`config.mk`:
```
export PLATFORM = sky130hd
export DESIGN_NAME = uart_weight_rx
export DESIGN_NICKNAME = d
export VERILOG_FILES = /design/src/rtl/uart_pkg.sv /design/src/rtl/uart_rx_byte.sv /design/src/rtl/uart_weight_rx.sv
export SDC_FILE = /design/constraint.sdc
export NUM_CORES = 1
export LEC_CHECK = 0
export CELL_PAD_IN_SITES_DETAIL_PLACEMENT = 0
export CELL_PAD_IN_SITES_GLOBAL_PLACEMENT = 1
export CORE_MARGIN = 2
export CORE_UTILIZATION = 36
export CTS_BUF_LIST = sky130_fd_sc_hd__clkbuf_2 sky130_fd_sc_hd__clkbuf_4 sky130_fd_sc_hd__clkbuf_8
export DETAILED_ROUTE_END_ITERATION = 8
export PLACE_DENSITY = 0.64
export SYNTH_ARGS = -nofsm -noshare
export SYNTH_HDL_FRONTEND = slang
export SYNTH_SLANG_ARGS = --single-unit
export TNS_END_PERCENT = 30
```
`constraint.sdc`:
```
create_clock -name clk_100MHz -period 3.9 [get_ports clk_100MHz]
set_clock_uncertainty 0.1 [all_clocks]
set_input_delay 0.78 -clock clk_100MHz [delete_from_list [all_inputs] [get_ports clk_100MHz]]
set_output_delay 0.78 -clock clk_100MHz [all_outputs]
set_load 0.01 [all_outputs]
```
`src/rtl/uart_pkg.sv`:
```
// Shared UART definitions for the weight link, used by both receiver and transmitter.
//   calc_div    : clocks per bit, rounded to nearest
//   bit_state_t : bit-level FSM states
//   FRAME_BYTES : bytes per weight frame
//   WEIGHT_W    : width of the signed weight
package uart_pkg;

  localparam int unsigned FRAME_BYTES = 4;
  localparam int unsigned WEIGHT_W    = 25;

  typedef enum logic [2:0] {
    IDLE,
    START,
    DATA,
    STOP,
    BREAK
  } bit_state_t;

  // Round to nearest so 100 MHz / 9600 gives 10417 rather than 10416.
  function automatic int unsigned calc_div(input int unsigned clk_hz, input int unsigned baud);
    return (clk_hz + baud / 2) / baud;
  endfunction

endpackage

```
`src/rtl/uart_rx_byte.sv`:
```
// Single-byte UART receiver (8N1, LSB first).
//   clk_100MHz : system clock
//   rst        : asynchronous active-high reset
//   rx         : serial line, idle high, asynchronous
//   byte_data  : received byte, valid with byte_valid
//   byte_valid : 1-cycle strobe on a good stop bit
//   stop_err   : 1-cycle strobe on a low stop bit
//   busy       : start-bit detect until the stop-bit sample
//   idle       : bit FSM is waiting for a start bit
//   start_det  : start edge seen this cycle
module uart_rx_byte
  import uart_pkg::*;
#(
  parameter int unsigned DIV = 10417
) (
  input  logic       clk_100MHz,
  input  logic       rst,
  input  logic       rx,
  output logic [7:0] byte_data,
  output logic       byte_valid,
  output logic       stop_err,
  output logic       busy,
  output logic       idle,
  output logic       start_det
);

  localparam int unsigned CNT_W = $clog2(DIV);
  localparam logic [CNT_W-1:0] CNT_HALF = CNT_W'(DIV / 2 - 1);
  localparam logic [CNT_W-1:0] CNT_FULL = CNT_W'(DIV - 1);

  logic [1:0]       sync_q;
  logic             rxs;
  bit_state_t       state_q;
  logic [CNT_W-1:0] cnt_q;
  logic [2:0]       bit_idx_q;
  logic [7:0]       shreg_q;

  assign rxs       = sync_q[1];
  assign idle      = (state_q == IDLE);
  assign start_det = idle && !rxs;

  always_ff @(posedge clk_100MHz or posedge rst) begin
    if (rst) begin
      sync_q     <= 2'b11;
      state_q    <= IDLE;
      cnt_q      <= '0;
      bit_idx_q  <= '0;
      shreg_q    <= '0;
      byte_data  <= '0;
      byte_valid <= 1'b0;
      stop_err   <= 1'b0;
      busy       <= 1'b0;
    end else begin
      sync_q     <= {sync_q[0], rx};
      byte_valid <= 1'b0;
      stop_err   <= 1'b0;
      unique case (state_q)
        IDLE: begin
          if (!rxs) begin
            cnt_q   <= CNT_HALF;
            state_q <= START;
            busy    <= 1'b1;
          end
        end
        START: begin
          if (cnt_q == '0) begin
            if (rxs) begin
              // Glitch shorter than half a bit: not a real start.
              state_q <= IDLE;
              busy    <= 1'b0;
            end else begin
              state_q   <= DATA;
              bit_idx_q <= '0;
              cnt_q     <= CNT_FULL;
            end
          end else begin
            cnt_q <= cnt_q - 1'b1;
          end
        end
        DATA: begin
          if (cnt_q == '0) begin
            shreg_q[bit_idx_q] <= rxs;
            cnt_q              <= CNT_FULL;
            if (bit_idx_q == 3'd7) begin
              state_q <= STOP;
            end else begin
              bit_idx_q <= bit_idx_q + 1'b1;
            end
          end else begin
            cnt_q <= cnt_q - 1'b1;
          end
        end
        STOP: begin
          if (cnt_q == '0) begin
            busy <= 1'b0;
            if (rxs) begin
              byte_data  <= shreg_q;
              byte_valid <= 1'b1;
              state_q    <= IDLE;
            end else begin
              stop_err <= 1'b1;
              state_q  <= BREAK;
            end
          end else begin
            cnt_q <= cnt_q - 1'b1;
          end
        end
        BREAK: begin
          // Hold here until the line recovers so a stuck-low line reports once.
          if (rxs) begin
            state_q <= IDLE;
          end
        end
        default: state_q <= IDLE;
      endcase
    end
  end

endmodule

```
`src/rtl/uart_weight_rx.sv`:
```
// Weight-link receiver: reassembles 4-byte little-endian frames into a signed 25-bit weight.
//   clk_100MHz   : system clock
//   rst          : asynchronous active-high reset
//   rx           : serial line, idle high
//   weight_out   : signed weight from the last good frame (two's complement)
//   weight_valid : 1-cycle strobe, weight_out updated the same cycle
//   byte_out     : last good received byte
//   byte_valid   : 1-cycle strobe per good byte
//   frame_err    : 1-cycle strobe on bad stop bit or nonzero b3[7:1]
//   busy         : receiving a byte
module uart_weight_rx
  import uart_pkg::*;
#(
  parameter int unsigned CLK_HZ   = 100_000_000,
  parameter int unsigned BAUD     = 9600,
  parameter int unsigned GAP_BITS = 12
) (
  input  logic                clk_100MHz,
  input  logic                rst,
  input  logic                rx,
  output logic [WEIGHT_W-1:0] weight_out,
  output logic                weight_valid,
  output logic [7:0]          byte_out,
  output logic                byte_valid,
  output logic                frame_err,
  output logic                busy
);

  localparam int unsigned DIV     = calc_div(CLK_HZ, BAUD);
  localparam int unsigned GAP_CYC = GAP_BITS * DIV;
  localparam int unsigned GAP_W   = $clog2(GAP_CYC + 1);
  localparam int unsigned IDX_W   = $clog2(FRAME_BYTES);
  localparam int unsigned STAGE_W = 8 * (FRAME_BYTES - 1);

  localparam logic [GAP_W-1:0] GAP_LAST = GAP_W'(GAP_CYC - 1);
  localparam logic [IDX_W-1:0] IDX_LAST = IDX_W'(FRAME_BYTES - 1);

  logic [7:0]         rx_byte;
  logic               rx_byte_valid;
  logic               rx_stop_err;
  logic               rx_idle;
  logic               rx_start_det;
  logic [IDX_W-1:0]   idx_q;
  logic [STAGE_W-1:0] stage_q;
  logic [GAP_W-1:0]   gap_q;

  uart_rx_byte #(
    .DIV (DIV)
  ) u_rx_byte (
    .clk_100MHz (clk_100MHz),
    .rst        (rst),
    .rx         (rx),
    .byte_data  (rx_byte),
    .byte_valid (rx_byte_valid),
    .stop_err   (rx_stop_err),
    .busy       (busy),
    .idle       (rx_idle),
    .start_det  (rx_start_det)
  );

  always_ff @(posedge clk_100MHz or posedge rst) begin
    if (rst) begin
      idx_q        <= '0;
      stage_q      <= '0;
      gap_q        <= '0;
      weight_out   <= '0;
      weight_valid <= 1'b0;
      byte_out     <= '0;
      byte_valid   <= 1'b0;
      frame_err    <= 1'b0;
    end else begin
      weight_valid <= 1'b0;
      byte_valid   <= 1'b0;
      frame_err    <= 1'b0;

      // Inter-byte gap timer: only meaningful part-way through a frame.
      if (rx_start_det || idx_q == '0) begin
        gap_q <= '0;
      end else if (rx_idle) begin
        if (gap_q == GAP_LAST) begin
          gap_q <= '0;
          idx_q <= '0;
        end else begin
          gap_q <= gap_q + 1'b1;
        end
      end

      // Byte events win over the gap timer; the timer cannot expire mid-byte anyway.
      if (rx_stop_err) begin
        frame_err <= 1'b1;
        idx_q     <= '0;
      end else if (rx_byte_valid) begin
        byte_out   <= rx_byte;
        byte_valid <= 1'b1;
        if (idx_q == IDX_LAST) begin
          idx_q <= '0;
          if (rx_byte[7:1] != 7'd0) begin
            frame_err <= 1'b1;
          end else begin
            weight_out   <= {rx_byte[0], stage_q};
            weight_valid <= 1'b1;
          end
        end else begin
          unique case (idx_q)
            2'd0:    stage_q[7:0]   <= rx_byte;
            2'd1:    stage_q[15:8]  <= rx_byte;
            default: stage_q[23:16] <= rx_byte;
          endcase
          idx_q <= idx_q + 1'b1;
        end
      end
    end
  end

endmodule

```
==> results of run 1 <==
layer usage:
metal | up-vias | track usage (%) | part of all wire, %
met5 | - | 0 | 0
met4 | 0 | 5.69 | 1.8
met3 | 19 | 3.91 | 3.3
met2 | 65 | 22.5 | 47
met1 | 1782 | 19.3 | 47
li1 | 1713 | - | -
how the worst max path moves through the flow:
stage | endpoint | slack [ns]
2_1_floorplan | byte_out[0] | 1.55
3_3_place_gp | weight_out[1] | 1.43
3_5_place_dp | u_rx_byte.cnt_q[8] | 1.31
4_1_cts | u_rx_byte.cnt_q[8] | 1.29
5_1_grt | u_rx_byte.cnt_q[8] | 1.06
6_report | u_rx_byte.shreg_q[4] | 1.28
placed cells by master, fill, tap and decap left out, types with 2 or more instances in the layout:
master	instances
dfrtp_1	118
mux2_2	64
nand2_1	52
clkdlybuf4s50_1	39
nor2_1	35
a21oi_1	21
clkbuf_8	18
xor2_1	12
nand3_1	11
nor3_1	11
inv_1	10
ha_1	9
nand4_1	8
nand3b_1	7
o21ai_0	5
a21o_1	5
clkinvlp_4	5
nor3b_1	4
xnor2_1	4
or4_1	3
nor4_1	3
and3_1	3
or2_2	3
and2_1	3
o22ai_1	3
or3_1	3
clkinv_2	3
o21a_1	2
nand2b_1	2
and4_2	2
a221o_1	2
o311ai_0	2
a22o_1	2
and4_1	2
nor4b_1	2
nor3b_2	2
clkinv_4	2
clkbuf_4	2
dfstp_2	2
cell type report:
cell class	instances	area, sq um
Inverter	11	45.0
Clock buffer	20	263
Multi-Input combinational cell	309	2240
Tap cell	184	230
Fill cell	1351	8290
Timing Repair Buffer	41	418
Clock inverter	11	101
Sequential cell	120	3010
synthesized netlist by cell type (7+ instances only):
library cell	instances	area, sq um
dfrtp_1	118	2950
mux2_2	64	721
nand2_1	52	195
nor2_1	35	131
a21oi_1	21	105
xor2_1	12	105
inv_1	11	41.3
nand3_1	11	55.1
nor3_1	11	55.1
ha_1	9	113
nand4_1	8	50.1
clkbuf_1	7	26.3
nand3b_1	7	52.6
logic make-up (layout without fill, tap and decap cells):
group / after synthesis / in the layout
AO/OA/AOI/OAI: 53 / 53
XOR/XNOR: 16 / 16
adder cells (fa/ha/maj): 9 / 9
buffers and inverters: 28 / 83
flip-flops: 120 / 120
multiplexers: 66 / 66
AND/OR/NAND/NOR: 165 / 165
flip-flops by register name, indices dropped and copies added (netlist names):
name,flops
byte_out,8
byte_valid,1
frame_err,1
gap_q,17
idx_q,2
stage_q,24
u_rx_byte.bit_idx_q,3
u_rx_byte.busy,1
u_rx_byte.byte_data,8
u_rx_byte.byte_valid,1
u_rx_byte.cnt_q,14
u_rx_byte.shreg_q,8
u_rx_byte.state_q,3
u_rx_byte.stop_err,1
u_rx_byte.sync_q,2
weight_out,25
weight_valid,1
power breakdown:
group / leakage (nW) / total [mW] / switching [mW] / internal, mW
registers: 1.63 / 1.25 / 0.00310 / 1.25
logic: 1.07 / 0.0297 / 0.0252 / 0.00458
clock network: 0.178 / 1.03 / 0.497 / 0.529
total: 2.88 / 2.31 / 0.526 / 1.78
metrics by stage:
step           utilization [%]  std cells  power, mW  cell area (sq um)
2_1_floorplan                -        457       1.29               5380
3_3_place_gp              40.7        665       1.30               5940
3_5_place_dp              40.7        665       1.31               5940
4_1_cts                   43.2        696       2.35               6300
5_1_grt                   43.2        696       2.41               6300
6_report                  43.2        696       2.31               6300
worst reg2reg max path, stage by stage, from the launching register on:
cell      delay [ns]
dfrtp_1         0.41
inv_1           0.13
ha_1            0.16
nor3b_1         0.40
and4_2          0.44
nand3b_1        0.22
nor3b_1         0.30
mux2_2          0.36
==> impl_metrics.yaml, run 1 <==
power:
  ir_worst_vdd_mv: 0.181
  power_density_nw_per_um2: 366
  p_leak_nw: 2.88
min_path:
  worstHoldEndpoint: "u_rx_byte.sync_q[1]"
  min_path_type: "flop to flop"
  hold_start: "u_rx_byte.sync_q[0]"
  min_path_cells: 0
synth:
  synth-simple-area-share_pct: 16.4
  synth_fp_nets: 469
  avgSynthCellArea_sq_um: 11.8
  muxShareOfSynthArea_pct: 13.9
  yosysSeqAreaShare_pct: 55.9
  yosys_warnings: 0
  synthAdderAreaFrac_pct: 2.09
  async_reset_ff_share_pct: 100
  synth_cells: 457
  synth_compound_area_share_pct: 6.63
  ys_ff_latch: 120
  netlist-cell-type-count: 59
  synth_xor_area_share_pct: 2.61
  synth_edf_count: 0
  synth_ff_type: "dfrtp_1"
  synth_top_family_by_area: "simple AND/OR/NAND/NOR gates"
  netlist_area_sq_um: 5380
cts:
  root_buffer: "clkbuf_8"
  postCtsHoldBufs: 0
  cts_htree_levels: 4
  cts_tree: "yes"
  cts_setup_buffers: 0
  numClockSinks: 120
  clkTransAtPathRegs_ns: 0.07
  clk_path_buf_depth: 2
  clk_latency_ns: 0.44
  cts_buffers: 17
  cts_resized: 0
global_route:
  overflow: 0
  first_global_vias: 3596
  antenna_found_initial: 0
  grt_pass1_wl_um: 18500
  grt_max_degree: 121
  track_usage_pct: 14.5
floorplan:
  start_util_pct: 36.9
  num_rows: 44
  dieArea_sq_um: 15900
  fp.coreArea_sq_um: 14600
  io_pins: 40
  die_y_um: 126
  die_w_um: 126
routing:
  drt_iter0_drc: 137
  firstDrtPassIters: 4
  drt_wl_total_um: 10700
  drc_errors: 0
  wl_per_cell_um: 15.3
  viasPerCell: 5.14
  num_vias: 3579
  drt.antenna.violating_nets: 0
final_layout:
  nNetsFinal: 512
  drive_gt1_share_pct: 22.9
  diodes: 0
  area_delta_synth_final_pct: 17.2
critical_path:
  ff2ff_path_depth: 7
  path_max_fanout: 11
  slowest_delay_ns: 0.44
  critical_path_class: "flop to flop"
  r2r-start: "u_rx_byte.cnt_q[0]"
  slowest_stage: "and4_2"
  path_cells: "inv_1, ha_1, nor3b_1, and4_2, nand3b_1, nor3b_1, mux2_2"
  reg2reg_slack_ns: 1.28
  worst_path_most_repeated_cell: "nor3b_1"
  critPathBufInv: 1
  setup.worst_path.end_class: "flop"
  critPathLaunch: "u_rx_byte.cnt_q[0]"
  cp.required_ns: 4.12
  cp.depth: 7
  crit_family: "simple AND/OR/NAND/NOR gates"
  cp_data_arrival_time_ns: 2.84
  startpoint_type: "flop"
  worstReg2RegEnd: "u_rx_byte.shreg_q[4]"
timing:
  slew_violations: 0
  max_freq_ghz: 0.382
  fin_crit_sh_pct: 67.2
  slew_headroom_pct: 44.9
  hold_viol: 0
  setup_violations: 0
  totalNegativeSetupSlack_ns: 0
  hold_ws_ns: 0.257
  postLayoutSetupSlackWorst_ns: 1.28
  worstMarginPinSlew_ns: 0.823
  period_needed_ns: 2.62
  grt_setup_unrepaired: "false"
run_status:
  outcome: "complete, no violations"
flow_run:
  maxCapViolCount: 0
placement:
  pre_cts_slack_ns: 1.31
  portBuffers: 39
  place.gp.congestion: 0.802
  dp_hpwl_um: 7110
(Power assumes the default switching activity.)
==> inputs of run 2 (changes only) <==
PLACE_DENSITY = 0.61   (was 0.64)
clock period = 2.5 ns   (was 3.9 ns; I/O delays follow)
==> run 2 against run 1 <==
  * Die area is the same
  * Flip-flop and latch count is the same
  * Hold slack lost 0.0018 ns
  * Largest power group unchanged
  * Via count grew 1.6%
  * Total power grew 70%
  * Worst setup slack lost 1.1 ns
  * Cell count grew 3.4%
  * Core utilization grew 1.9 points
  * Global-route usage grew 0.19 points
  * Sequential share of layout area shrank 2.0 points
  * Count of clock-buffer cells in the layout grew 1
  * Maximum frequency grew 13%
  * Critical endpoint is now u_rx_byte.bit_idx_q[0]
==> impl_metrics.yaml, run 2 (synthesis gave the netlist of run 1 again) <==
run_status:
  outcome: "complete, no violations"
routing:
  drt_wl_total_um: 11200
  drt.antenna.violating_nets: 0
  drc_errors: 0
  viasPerCell: 5.05
  firstDrtPassIters: 4
  num_vias: 3637
  drt_iter0_drc: 169
  wl_per_cell_um: 15.5
global_route:
  antenna_found_initial: 0
  grt_max_degree: 69
  grt_pass1_wl_um: 18300
  overflow: 0
  track_usage_pct: 14.6
  first_global_vias: 3504
timing:
  fin_crit_sh_pct: 92.5
  setup_violations: 0
  max_freq_ghz: 0.432
  worstMarginPinSlew_ns: 0.520
  slew_headroom_pct: 65.0
  grt_setup_unrepaired: "false"
  totalNegativeSetupSlack_ns: 0
  period_needed_ns: 2.31
  postLayoutSetupSlackWorst_ns: 0.188
  hold_viol: 0
  slew_violations: 0
final_layout:
  nNetsFinal: 535
  regMostFlops: "weight_out"
  drive_gt1_share_pct: 26.5
  finish.utilization_pct: 45.1
  reg_top3: "weight_out (25), stage_q (24), gap_q (17)"
  stdcell_area_sq_um: 6580
  layout_commonest_cell: "dfrtp_1"
  ff_latch_area_sq_um: 3010
  diodes: 0
  final_cell_mix: "118 x dfrtp_1, 64 x mux2_2, 52 x nand2_1"
  fillCellCount: 1324
  area_delta_synth_final_pct: 22.4
  largest_reg_flops: 25
  multi_input_area_sq_um: 2240
critical_path:
  crit_family: "simple AND/OR/NAND/NOR gates"
  critical_path_class: "flop to flop"
  critPathBufInv: 1
  cp_data_arrival_time_ns: 2.52
  ff2ff_path_depth: 7
  cp.required_ns: 2.71
  slowest_delay_ns: 0.45
  startpoint_type: "flop"
  worstReg2RegEnd: "u_rx_byte.bit_idx_q[0]"
  path_cells: "inv_1, ha_1, nor3b_2, nand4_2, or3_4, a221o_1, mux2_4"
  slowest_stage: "or3_4"
  r2r-start: "u_rx_byte.cnt_q[0]"
  path_max_fanout: 5
  reg2reg_slack_ns: 0.19
  setup.worst_path.end_class: "flop"
cts:
  clkTransAtPathRegs_ns: 0.07
  root_buffer: "clkbuf_8"
  cts_setup_buffers: 0
  cts_htree_levels: 4
  numClockSinks: 120
  cts_tree: "yes"
  clk_latency_ns: 0.43
  cts_buffers: 17
  clk_path_buf_depth: 2
floorplan:
  die_y_um: 126
  io_pins: 40
  start_util_pct: 36.9
  num_rows: 44
  die_w_um: 126
  dieArea_sq_um: 15900
  fp.coreArea_sq_um: 14600
placement:
  dp_hpwl_um: 7540
  portBuffers: 39
  pre_cts_slack_ns: 0.0714
  dpl-instance-area_sq_um: 6130
  place.gp.congestion: 0.802
power:
  power_density_nw_per_um2: 597
  ir_worst_vdd_mv: 0.273
  p_leak_nw: 3.04
  power_mw: 3.93
min_path:
  min_path_type: "flop to flop"
  min_path_cells: 0
  worstHoldEndpoint: "u_rx_byte.sync_q[1]"
  hold_start: "u_rx_byte.sync_q[0]"
flow_run:
  maxCapViolCount: 0
-- run 2: repair_timing --
item | CTS | global route
hold buffers | 0 | 0
resized for setup | 0 | 1
endpoints found under the setup margin | 0 | 5
-- run 2: area by class of cell --
type | instances | area share, %
timing repair buffer | 64 | 9.35
inverter | 11 | 0.684
clock buffer | 21 | 4.11
sequential | 120 | 45.7
multi-input combinational | 309 | 34.1
tap | 184 | 3.50
clock inverter | 11 | 2.60
-- run 2: worst max path at each step --
| stage | from | end | slack [ns] | cells past startpoint |
|---|---|---|---|---|
| 4_1_cts | u_rx_byte.cnt_q[0] | u_rx_byte.bit_idx_q[0] | 0.06 | 7 |
| 3_5_place_dp | u_rx_byte.cnt_q[0] | u_rx_byte.bit_idx_q[0] | 0.07 | 7 |
| 3_3_place_gp | u_rx_byte.cnt_q[0] | u_rx_byte.bit_idx_q[0] | 0.11 | 7 |
| 2_1_floorplan | u_rx_byte.cnt_q[0] | u_rx_byte.shreg_q[4] | 0.24 | 8 |
| 6_report | u_rx_byte.cnt_q[0] | u_rx_byte.bit_idx_q[0] | 0.19 | 7 |
| 5_1_grt | u_rx_byte.cnt_q[0] | u_rx_byte.bit_idx_q[0] | 0.08 | 7 |
-- run 2: through the flow --
step | hold slack (ns) | cells
2_1_floorplan | 0.245 | 457
3_3_place_gp | 0.246 | 688
3_5_place_dp | 0.247 | 688
4_1_cts | 0.257 | 720
5_1_grt | 0.260 | 720
6_report | 0.255 | 720
-- run 2: layer usage --
metal  vias to the layer above  global-route usage (%)  share of wire (%)
met5                         -                       0                  0
met4                         0                    5.62                1.3
met3                        11                    3.74                3.3
met2                        62                    22.3                 46
met1                      1812                    20.2                 49
li1                       1752                       -                  -
-- run 2: power breakdown --
group / leakage (nW) / switching (mW) / internal [mW] / total, mW
Sequential: 1.63 / 0.000599 / 1.94 / 1.94
Combinational: 1.20 / 0.0453 / 0.0115 / 0.0568
Clock: 0.221 / 0.778 / 1.15 / 1.93
